[config.mk]
export PLATFORM = sky130hd
export DESIGN_NAME = seq_tx
export DESIGN_NICKNAME = d
export VERILOG_FILES = /design/src/rtl/seq_tx.sv
export SDC_FILE = /design/constraint.sdc
export NUM_CORES = 1
export LEC_CHECK = 0
export CAP_MARGIN = 25
export CORE_MARGIN = 1.5
export CORE_UTILIZATION = 55
export DETAILED_ROUTE_END_ITERATION = 16
export GPL_TIMING_DRIVEN = 0
export HOLD_SLACK_MARGIN = 0.02
export PLACE_DENSITY = 0.76
export RECOVER_POWER = 25
export SETUP_SLACK_MARGIN = 0.05
export SLEW_MARGIN = 25
export SYNTH_ARGS = -nofsm -noshare
export SYNTH_HDL_FRONTEND = slang
export SYNTH_SLANG_ARGS = --single-unit
[constraint.sdc]
create_clock -name clk -period 5.01 [get_ports clk]
set_input_delay 0.7515 -clock clk [delete_from_list [all_inputs] [get_ports clk]]
set_output_delay 0.7515 -clock clk [all_outputs]
set_load 0.005 [all_outputs]
[src/rtl/seq_tx.sv]
// seq_tx: buffered symbol-burst transmitter over a valid/ready handshake.
// Symbols are loaded while idle, then replayed in write order after `start`.
// `done` pulses for one cycle at the end of each burst.
// Optional feature macro: SEQ_TX_PEAK_FLAG_EN adds a running-max register
// and the `peak_adv` output.
module seq_tx #(
    parameter int unsigned W     = 2,
    parameter int unsigned DEPTH = 8
) (
    input  logic                     clk,
    input  logic                     rstn,
    input  logic                     wr_en,
    input  logic [W-1:0]             wr_data,
    output logic                     full,
    output logic [$clog2(DEPTH):0]   count,
    input  logic                     start,
    output logic                     busy,
    output logic                     tx_valid,
    output logic [W-1:0]             tx_data,
    input  logic                     tx_ready,
    output logic                     done
`ifdef SEQ_TX_PEAK_FLAG_EN
    ,
    output logic                     peak_adv
`endif
);

    localparam int unsigned PW = $clog2(DEPTH);
    localparam int unsigned CW = PW + 1;

    typedef enum logic [1:0] {StIdle, StSend, StDone} state_e;

    state_e         state_q, state_d;
    logic [PW-1:0]  wr_ptr_q, wr_ptr_d;
    logic [PW-1:0]  rd_ptr_q, rd_ptr_d;
    logic [CW-1:0]  count_q, count_d;
    logic [CW-1:0]  sent_q, sent_d;
    logic           tx_valid_q, tx_valid_d;
    logic [W-1:0]   tx_data_q, tx_data_d;
    logic           wr_accept;
    logic           full_w;
    logic [W-1:0]   buf_q [DEPTH];

`ifdef SEQ_TX_PEAK_FLAG_EN
    logic [W-1:0]   run_max_q, run_max_d;
`endif

    assign full_w = (count_q == CW'(DEPTH));

    // Next-state, pointer and output-register logic.
    always_comb begin
        state_d    = state_q;
        wr_ptr_d   = wr_ptr_q;
        rd_ptr_d   = rd_ptr_q;
        count_d    = count_q;
        sent_d     = sent_q;
        tx_valid_d = tx_valid_q;
        tx_data_d  = tx_data_q;
        wr_accept  = 1'b0;
`ifdef SEQ_TX_PEAK_FLAG_EN
        run_max_d  = run_max_q;
`endif
        unique case (state_q)
            StIdle: begin
                if (wr_en && !full_w) begin
                    wr_accept = 1'b1;
                    wr_ptr_d  = wr_ptr_q + PW'(1);
                    count_d   = count_q + CW'(1);
                end
                if (start) begin
                    if (count_d != '0) begin
                        state_d    = StSend;
                        tx_valid_d = 1'b1;
                        // An empty buffer means the first symbol is the one being
                        // written this cycle, so bypass the not-yet-written array.
                        tx_data_d  = (count_q == '0) ? wr_data : buf_q[rd_ptr_q];
                    end else begin
                        state_d = StDone;
                    end
                end
            end
            StSend: begin
                if (tx_valid_q && tx_ready) begin
                    rd_ptr_d = rd_ptr_q + PW'(1);
                    sent_d   = sent_q + CW'(1);
`ifdef SEQ_TX_PEAK_FLAG_EN
                    if (tx_data_q > run_max_q) begin
                        run_max_d = tx_data_q;
                    end
`endif
                    if (sent_q == count_q - CW'(1)) begin
                        state_d    = StDone;
                        tx_valid_d = 1'b0;
                        tx_data_d  = '0;
                    end else begin
                        tx_data_d = buf_q[rd_ptr_q + PW'(1)];
                    end
                end
            end
            StDone: begin
                state_d  = StIdle;
                count_d  = '0;
                wr_ptr_d = '0;
                rd_ptr_d = '0;
                sent_d   = '0;
`ifdef SEQ_TX_PEAK_FLAG_EN
                run_max_d = '0;
`endif
            end
            default: state_d = StIdle;
        endcase
    end

    // Control and output registers.
    always_ff @(posedge clk or negedge rstn) begin
        if (!rstn) begin
            state_q    <= StIdle;
            wr_ptr_q   <= '0;
            rd_ptr_q   <= '0;
            count_q    <= '0;
            sent_q     <= '0;
            tx_valid_q <= 1'b0;
            tx_data_q  <= '0;
        end else begin
            state_q    <= state_d;
            wr_ptr_q   <= wr_ptr_d;
            rd_ptr_q   <= rd_ptr_d;
            count_q    <= count_d;
            sent_q     <= sent_d;
            tx_valid_q <= tx_valid_d;
            tx_data_q  <= tx_data_d;
        end
    end

    // Symbol storage; contents are don't-care after reset, so no reset here.
    always_ff @(posedge clk) begin
        if (wr_accept) begin
            buf_q[wr_ptr_q] <= wr_data;
        end
    end

`ifdef SEQ_TX_PEAK_FLAG_EN
    // Running maximum of symbols handed off in the current burst.
    always_ff @(posedge clk or negedge rstn) begin
        if (!rstn) begin
            run_max_q <= '0;
        end else begin
            run_max_q <= run_max_d;
        end
    end

    assign peak_adv = tx_valid_q && (tx_data_q > run_max_q);
`endif

    assign full     = full_w;
    assign count    = count_q;
    assign busy     = (state_q != StIdle);
    assign done     = (state_q == StDone);
    assign tx_valid = tx_valid_q;
    assign tx_data  = tx_data_q;

endmodule

* Word level (Yosys, flattened, before mapping)
Memory sizes are Yosys's and may differ from the RTL's.
Cells that the tools add are included.
** Storage, ports and cells
- Register bits after elaboration :: 19
- Bits in writable memories :: 16
- Input port bits :: 7
- Output and inout port bits :: 10
- Memories :: 1
** Operators by class
- Add/sub/neg operators :: 5
- Equality and inequality tests :: 9
- Muxes and demuxes :: 29
- Reduce and logical (&&, ||, !) cells :: 15
** Memories
- buf_q :: words 8, bits a word 2, read ports 2, clocked after memory_dff 0, wr ports 1, RTL line 42 : logic [W-1:0] buf_q [DEPTH];
** Operators by type and width (number)
- $mux W2 :: 9
- $pmux W4 S2 :: 2
- $mux W4 :: 3
- $pmux W3 S2 :: 2
- $ne A2 B2 Y1 const B :: 5
- $add A4 B1 Y4 const B :: 2
- $mux W1 :: 8
- $pmux W2 S2 :: 2
- $reduce_bool A2 Y1 :: 4
- $add A3 B1 Y3 const B :: 2
- $mux W3 :: 2
- $reduce_and A5 Y1 :: 1
- $eq A4 B4 Y1 :: 1
- $eq A4 B4 Y1 const B :: 1
- $logic_not A4 Y1 :: 1
- $reduce_and A2 Y1 :: 2
- $reduce_and A4 Y1 :: 1
- $reduce_bool A4 Y1 :: 1
- $sub A4 B1 Y4 const B :: 1
- $reduce_and A3 Y1 :: 1
- $eq A2 B1 Y1 const B :: 1
- $eq A2 B2 Y1 const B :: 1
- $logic_and A1 B1 Y1 :: 2
- $logic_not A2 Y1 :: 1
- 2 further kinds :: 2

* Depth between registers and ports, before layout
Gate-level depths: netlist of the first run.
- Word-level depth :: 9
- Depth in mapped cells :: 8
- Mapped depth without buffers :: 8

* Worst setup path before layout of the first run
No wires, ideal clock.
- Path kind :: reg-to-reg
- Start point :: register count_q[0] (netlist: count[0])
- End point :: register tx_data_q[0] (netlist: tx_data[0])
- Library setup time :: 125 ps
- Arrival time :: 1901 ps
- Path slack :: 2984 ps
- Stages on the path, launching flop included :: 9
- Path buffers :: 0
- Clock period less this slack :: 2026 ps
- Cell sequence :: dfrtp_1 inv_1 ha_1 nand3b_1 inv_2 nor4b_1 o211ai_1 o21ai_2 mux2_2
** Between the ends
- Longest elaborated chain between the ends :: 8
- Elaborated cells on any way between the ends :: 18
- Those cells by class :: add/sub: 2; eq/ne: 3; mux: 8; reduce/logical: 5
** RTL lines
- from (decl) :: RTL line 36 : logic [CW-1:0] count_q, count_d;
- from (signal assigned) :: RTL line 128 : count_q <= count_d;
- $eq A4 B4 Y1 :: RTL line 48 : assign full_w = (count_q == CW'(DEPTH));
- named net full :: RTL line 14 : output logic full,
- $logic_not A1 Y1 :: RTL line 65 : if (wr_en && !full_w) begin
- $logic_and A1 B1 Y1 :: RTL line 65
- $mux W4 :: RTL line 65
- $mux W4 :: RTL line 63 : unique case (state_q)
- $reduce_bool A4 Y1 :: RTL line 71 : if (count_d != '0) begin
- $ne A2 B2 Y1 (no line)
- $reduce_and A4 Y1 (no line)
- to (signal assigned) :: RTL line 131 : tx_data_q <= tx_data_d;
- to (decl) :: RTL line 39 : logic [W-1:0] tx_data_q, tx_data_d;
The timed path passes the listed nets, and every way through them passes these cells. The select of a mux whose other input is x is not followed.
A chain may end at the register's enable or synchronous reset.

* Worst setup path in the final report of the first run
- Start point :: register count_q[0] (netlist: count[0])
- End point :: output port full
** Between the ends
- Longest elaborated chain between the ends :: 1
** RTL lines (RTL line)
- $eq A4 B4 Y1 :: 48
- to (decl) :: 14
No other way between the ends.

==> run summary, run 1 <==
Outcome = completed
Non-filler cells, final = 239
RSZ-0062 raised after global routing = false
Fin crit period = 2754 ps
Worst r2r src = count[0]$_DFFE_PN0P_
Post-Syn Instances = 169
Area of the multi-input gates = 920.9 um^2
Core outline area = 3390 um^2
Mapped cell area = 1961 um^2
Setup Buffers After CTS = 0
Gr usage total = 23.11%
Worst-Margin Slew = 899.4 ps
Final net count = 204
Synthesized Nets = 181
Fill count = 258
Final worst slack = 2256 ps
Clock Skew = 19.72 ps
Max-cap violations = 0
Hold_buf cts = 0
Initial DRC Count = 90
CTS tree = built
Storage cell area = 955.9 um^2
First-pass GRT wire length = 6879 um
1st-pass router iterations = 4
Critical path fanouts, max = 7
Max-slew violations = 0
Die Width = 62.71 um
Fmax = 363.1 MHz
Fraction of layout cells with a size suffix above 1 = 12.44%
Vias in the first global route = 1455
Sum of routed wire length over all layers = 4048 um
Worst VDD drop = 0.2482 mV
Synth unique cells = 47
Largest net degree at the start of global routing = 20
Worst EP required = 4260 ps
Ys async rst share = 54.29%
I/O pin cnt = 17
Seq/Total Area, Yosys = 48.76%
Critical path startpoint = count[0]$_DFFE_PN0P_
Hold Path Class = reg -> reg
Synth Area per Inst = 11.60 um^2
Slew margin rel. = 39.84%
Placed insts = 231
PnR Total Power = 1.285 mW
Routability Congestion = 0.8221
Std cell rows = 21
Die Ht = 62.71 um
FF+latch count, synth = 35
Vias per std cell = 5.921
Register-to-Register Path Depth = 8
ANT nets after route = 0
Setup CP Type = reg -> out
Htree depth = 2
EDFF count, synth = 16
Via count = 1415
Worst Setup Start Kind = flop
Initial Utilization = 57.84%
Synth area leader = edfxtp_1
N_diodes = 0
DR WL/cell = 16.94 um
Initial antenna violation count = 0
Sink Count = 35
Longest Clk Path Bufs = 2
Top FF cell, synth = dfrtp_1
IO buf count = 16
Top post-synthesis cells by area = edfxtp_1, dfrtp_1, mux4_1
P_leak = 0.8976 nW
Synth-to-Final Area Change = 14.17%
Power density over the cells = 574.2 nW/um^2
Crit path to = full
R2r endpoint = tx_data[1]$_DFFE_PN0P_
CP endpoint kind = output pin
Clock Latency Late Sink = 360 ps
Arrival time worst endpoint = 2000 ps
Clk slew on worst S/H paths = 100 ps
WHS = 521.9 ps
Setup violators final = 0
GRT overflow = 0
Ys Warns = 0
Final hold violation count = 0
Clk Tree Root Cell = clkbuf_4
Post-CTS Resized = 0
Detailed placement HPWL = 3046 um
Tcrit/Tclk final = 54.97%
Setup TNS = 0 ps
Worst slack, placed = 2373 ps
R2R setup slack = 2610 ps
Cts bufs inserted = 5
Synth top area share = 24.51%
Post-route DRC = 0
Die footprint = 3932 um^2
-- per-stage QoR --
step,area [um^2],util [%]
finish,2238,66.04
global route,2238,66.04
CTS,2238,66.04
detailed placement,2178,64.27
global placement,2178,64.27
floorplan,1961,-
-- critical path, cell delays in order, from the launching register on --
cell,delay [ps]
dfrtp_1,470
inv_1,160
ha_1,240
nand3b_1,170
inv_2,120
clkdlybuf4s50_1,500
-- flip-flops by register name, indices dropped and copies added (netlist names) --
| register | flops |
|---|---|
| buf_q | 16 |
| count | 4 |
| sent_q | 4 |
| rd_ptr_q | 3 |
| wr_ptr_q | 3 |
| state_q | 2 |
| tx_data | 2 |
| tx_valid | 1 |
-- worst min path at each step --
stage | from | end | slack [ps] | cells after the start
detailed placement | tx_data[0]$_DFFE_PN0P_ | tx_data[0]$_DFFE_PN0P_ | 500 | 1
CTS | tx_data[0]$_DFFE_PN0P_ | tx_data[0]$_DFFE_PN0P_ | 520 | 1
finish | tx_data[0]$_DFFE_PN0P_ | tx_data[0]$_DFFE_PN0P_ | 520 | 1
global route | tx_data[0]$_DFFE_PN0P_ | tx_data[0]$_DFFE_PN0P_ | 550 | 1
floorplan | rstn | count[0]$_DFFE_PN0P_ | 460 | 0
global placement | tx_data[1]$_DFFE_PN0P_ | tx_data[1]$_DFFE_PN0P_ | 490 | 1
-- layout by cell type (no fill, tap or decap), types with 2 or more instances in the layout --
cell | synthesis | layout
nor2_1 | 11 | 11
clkbuf_1 | 1 | 2
nor3_1 | 5 | 5
ha_1 | 5 | 5
mux4_1 | 4 | 4
buf_6 | 3 | 3
inv_1 | 4 | 4
o21ai_0 | 13 | 13
nand3_1 | 6 | 6
dfrtp_1 | 19 | 19
nand2_1 | 22 | 22
xor2_1 | 6 | 6
clkdlybuf4s50_1 | 0 | 12
edfxtp_1 | 16 | 16
nand2b_1 | 3 | 3
a21oi_1 | 7 | 7
o22ai_1 | 2 | 2
xnor2_1 | 2 | 2
clkbuf_4 | 0 | 5
mux2i_1 | 8 | 8
mux4_2 | 2 | 2
nand4_1 | 2 | 2
mux2_2 | 2 | 2
dlygate4sd3_1 | 0 | 4
-- routing by layer --
layer  vias to the layer above  global-route usage [%]  wire length [um]
li1                        661                       -                 -
met1                       715                   29.56              1792
met2                        32                   37.37              2011
met3                         7                   5.586               151
met4                         0                   10.56                93
met5                         -                       0                 0
-- where the power goes --
part	internal [mW]	leakage, nW	switching, mW
Clock	0.0679	0.0353	0.0954
Combinational	0.342	0.486	0.316
Sequential	0.374	0.377	0.0902
Total	0.784	0.898	0.501
-- layout make-up --
class | count | share of cell area (%)
buffer | 6 | 2.907
clock buffer | 7 | 2.459
clock inverter | 1 | 0.2236
inverter | 5 | 0.8385
multi-input combinational | 123 | 41.14
sequential | 35 | 42.71
tap | 46 | 2.571
timing repair buffer | 16 | 7.155
-- cell usage after synthesis, drive strengths merged (2+ instances only) --
master,n
nand2,22
dfrtp,19
edfxtp,16
o21ai,14
nor2,12
mux2i,8
a21oi,7
mux4,6
nand3,6
nor3,6
xor2,6
buf,5
ha,5
inv,5
nand2b,3
mux2,2
nand4,2
nor3b,2
o22ai,2
xnor2,2
-- cells by family (layout without fill, tap and decap cells) --
| family | count (synthesis) | in the layout | synth area share [%] |
|---|---|---|---|
| AOI/OAI and AO/OA | 31 | 31 | 9.382 |
| muxes | 16 | 16 | 12.89 |
| and+or+nand+nor | 62 | 62 | 16.78 |
| xor gates and xnor gates | 9 | 9 | 4.722 |
| adders and majority gates | 5 | 5 | 3.191 |
| buffers and inverters | 11 | 35 | 4.275 |
| DFF | 35 | 35 | 48.76 |
No activity file was read; power rests on OpenSTA's default activity.
==> run 2, diff against run 1 <==
CORE_UTILIZATION = 51   (was 55)
PLACE_DENSITY = 0.75   (was 0.76)
clock period = 2.41 ns   (was 5.01 ns; I/O delays follow)
==> run 2 against run 1 <==
Net effect:
- count of clock-buffer cells in the layout is 2 lower
- combinational power is 110% higher
- routed wire length is 3.5% lower
- global-route usage shrank 2.1 points
- worst hold slack worse by 280 ps
- via count fell by 1.2%
- non-clock buffer count up 2
- worst setup slack lost 2100 ps
- cell area up 4.5%
- clock skew is 12 ps lower
==> run summary, run 2 (synthesis results as in run 1) <==
Core outline area = 3689 um^2 (+8.8%)
Setup violators final = 0 (unchanged)
Die Ht = 65.01 um (+3.7%)
Critical path fanouts, max = 7 (unchanged)
Top delay family on crit path = buffers and inverters
Synth-to-Final Area Change = 19.34%
Largest net degree at the start of global routing = 20 (unchanged)
Setup TNS = 0 ps (unchanged)
Max-slew violations = 0 (unchanged)
RSZ-0062 raised after global routing = false
First-pass GRT wire length = 6630 um (-3.6%)
Sum of routed wire length over all layers = 3908 um (-3.5%)
Fmax = 443.3 MHz
Std cell rows = 22 (+4.8%)
IO buf count = 16 (unchanged)
Setup CP Type = reg -> out
Die Width = 65.01 um (+3.7%)
Final net count = 206 (+0.98%)
P_leak = 0.9318 nW (+3.8%)
Worst EP required = 2050 ps (-2210 ps)
Clock Latency Late Sink = 290 ps (-70 ps)
Clk slew on worst S/H paths = 70 ps (-30 ps)
Sequential share of power = 32.6% (-3.5 points)
ANT nets after route = 0 (unchanged)
I/O pin cnt = 17 (unchanged)
Max FFs per register = 16 (unchanged)
Pint = 1.929 mW (+150%)
Switching share of power = 35.32% (-3.7 points)
DR WL/cell = 16.08 um (-5.0%)
Worst-Margin Slew = 1081 ps (+182.1 ps)
Top reg by flops = buf_q
Arrival time worst endpoint = 1890 ps (-110 ps)
Cts bufs inserted = 5 (unchanged)
Slowest CP cell = clkdlybuf4s50_1
Combinational share of power = 46.1% (-5.1 points)
Crit-path max cell delay = 510 ps (about the same)
Detailed placement HPWL = 2859 um (-6.2%)
Cell repeated most along the worst path = inv_2
Switching power total = 1.054 mW (+110%)
N_diodes = 0 (unchanged)
Worst Setup Start Kind = flop
Max-cap violations = 0 (unchanged)
Vias in the first global route = 1416 (-2.7%)
Clock Skew = 7.490 ps (-12.23 ps)
PnR Total Power = 2.983 mW (+130%)
Die footprint = 4226 um^2 (+7.5%)
Longest Clk Path Bufs = 2 (unchanged)
Routability Congestion = 0.7730 (-6.0%)
Htree depth = 2 (unchanged)
Clock power share = 21.3% (+8.6 points)
Tcrit/Tclk final = 93.60%
Most frequent cells in the layout = nand2_1, dfrtp_1, edfxtp_1
CP endpoint kind = output pin
Initial DRC Count = 112 (+24%)
Final hold violation count = 0 (unchanged)
Vias per std cell = 5.753 (-2.8%)
Slew margin rel. = 27.90% (-12 points)
Outcome = completed
Hold Path Class = in -> async
Most common library cell in the layout ignoring fill and taps = nand2_1
Final core occ = 63.43% (-2.6 points)
Power density over the cells = 1275 nW/um^2 (+120%)
Via count = 1398 (-1.2%)
WP buf/inv = 3 (unchanged)
Crit path cell chain = inv_2, ha_1, nand3b_1, inv_2, clkdlybuf4s50_1
Clk Tree Root Cell = clkbuf_8
1st-pass router iterations = 4 (unchanged)
Initial Utilization = 53.15% (-4.7 points)
Sink Count = 35 (unchanged)
Fraction of layout cells with a size suffix above 1 = 15.38% (+2.9 points)
CTS tree = built
Initial antenna violation count = 0 (unchanged)
Post-route DRC = 0 (unchanged)
Fin crit period = 2256 ps
Worst VDD drop = 0.4705 mV (+90%)
GRT overflow = 0 (unchanged)
Gr usage total = 21.06% (-2.1 points)
Hold_buf cts = 0 (unchanged)
==> run 2: cell count changes in the layout (fill, tap and decap cells not counted), sizes merged, moves of 2 or more <==
cell           before  now
buf                 5    7
bufinv              0    2
dlygate4sd3         4    1
clkdlybuf4s50      12   14
==> run 2: layout make-up <==
cell class,count,area [um^2]
repair buffers,18,168.9
clock inverters,3,67.56
well taps,48,60.06
multi-input cells,123,933.4
inverters,5,18.77
plain buffers,6,65.06
fillers,290,1349
flip-flops and latches,35,957.2
clock buffers,5,68.82
==> run 2: final timing paths <==
check / from / to / slack (ps) / cells after the start
worst min register to register: tx_data[0]$_DFFE_PN0P_ / tx_data[0]$_DFFE_PN0P_ / 520 / 1
worst max-delay path: count[0]$_DFFE_PN0P_ / full / 150 / 5
worst min-delay path: rstn / count[3]$_DFFE_PN0P_ / 240 / 1
min in group clk: tx_data[0]$_DFFE_PN0P_ / tx_data[0]$_DFFE_PN0P_ / 520 / 1
max in group asynchronous: rstn / count[0]$_DFFE_PN0P_ / 1440 / 1
worst max register to register: count[1]$_DFFE_PN0P_ / tx_data[0]$_DFFE_PN0P_ / 220 / 8
==> run 2: what timing repair did <==
item                                    4_1_cts  5_1_grt
endpoints found under the setup margin        0       19
resized for setup                             0        4
setup buffers                                 0        2
hold endpoints to repair                      0        0
==> run 2: layer usage <==
| layer | vias to the layer above | routed length [um] | GRT usage [%] |
|---|---|---|---|
| met3 | 10 | 148 | 4.861 |
| met1 | 680 | 1748 | 26.93 |
| met2 | 39 | 1907 | 33.63 |
| met4 | 0 | 104 | 10.37 |
| met5 | - | 0 | 0 |
| li1 | 669 | - | - |
==> run 2: stage by stage <==
step                worst slack [ps]  instance area (um^2)  cells  hold WS (ps)
detailed placement             79.28                  2181    233         508.8
floorplan                      384.2                  1961    169         65.91
global placement               142.6                  2181    233         493.4
finish                         154.2                  2340    243         242.4
global route                   50.78                  2340    243         347.4
CTS                            58.95                  2317    241         519.8
==> run 2: power groups by stage <==
stage	clock network (mW)	logic [mW]	registers (mW)
after detailed placement	0	1.34	0.974
after floorplan	0	1.01	0.932
final	0.637	1.37	0.971
after global placement	0	1.28	0.962
after CTS	0.648	1.35	0.965
after global routing	0.674	1.51	0.996
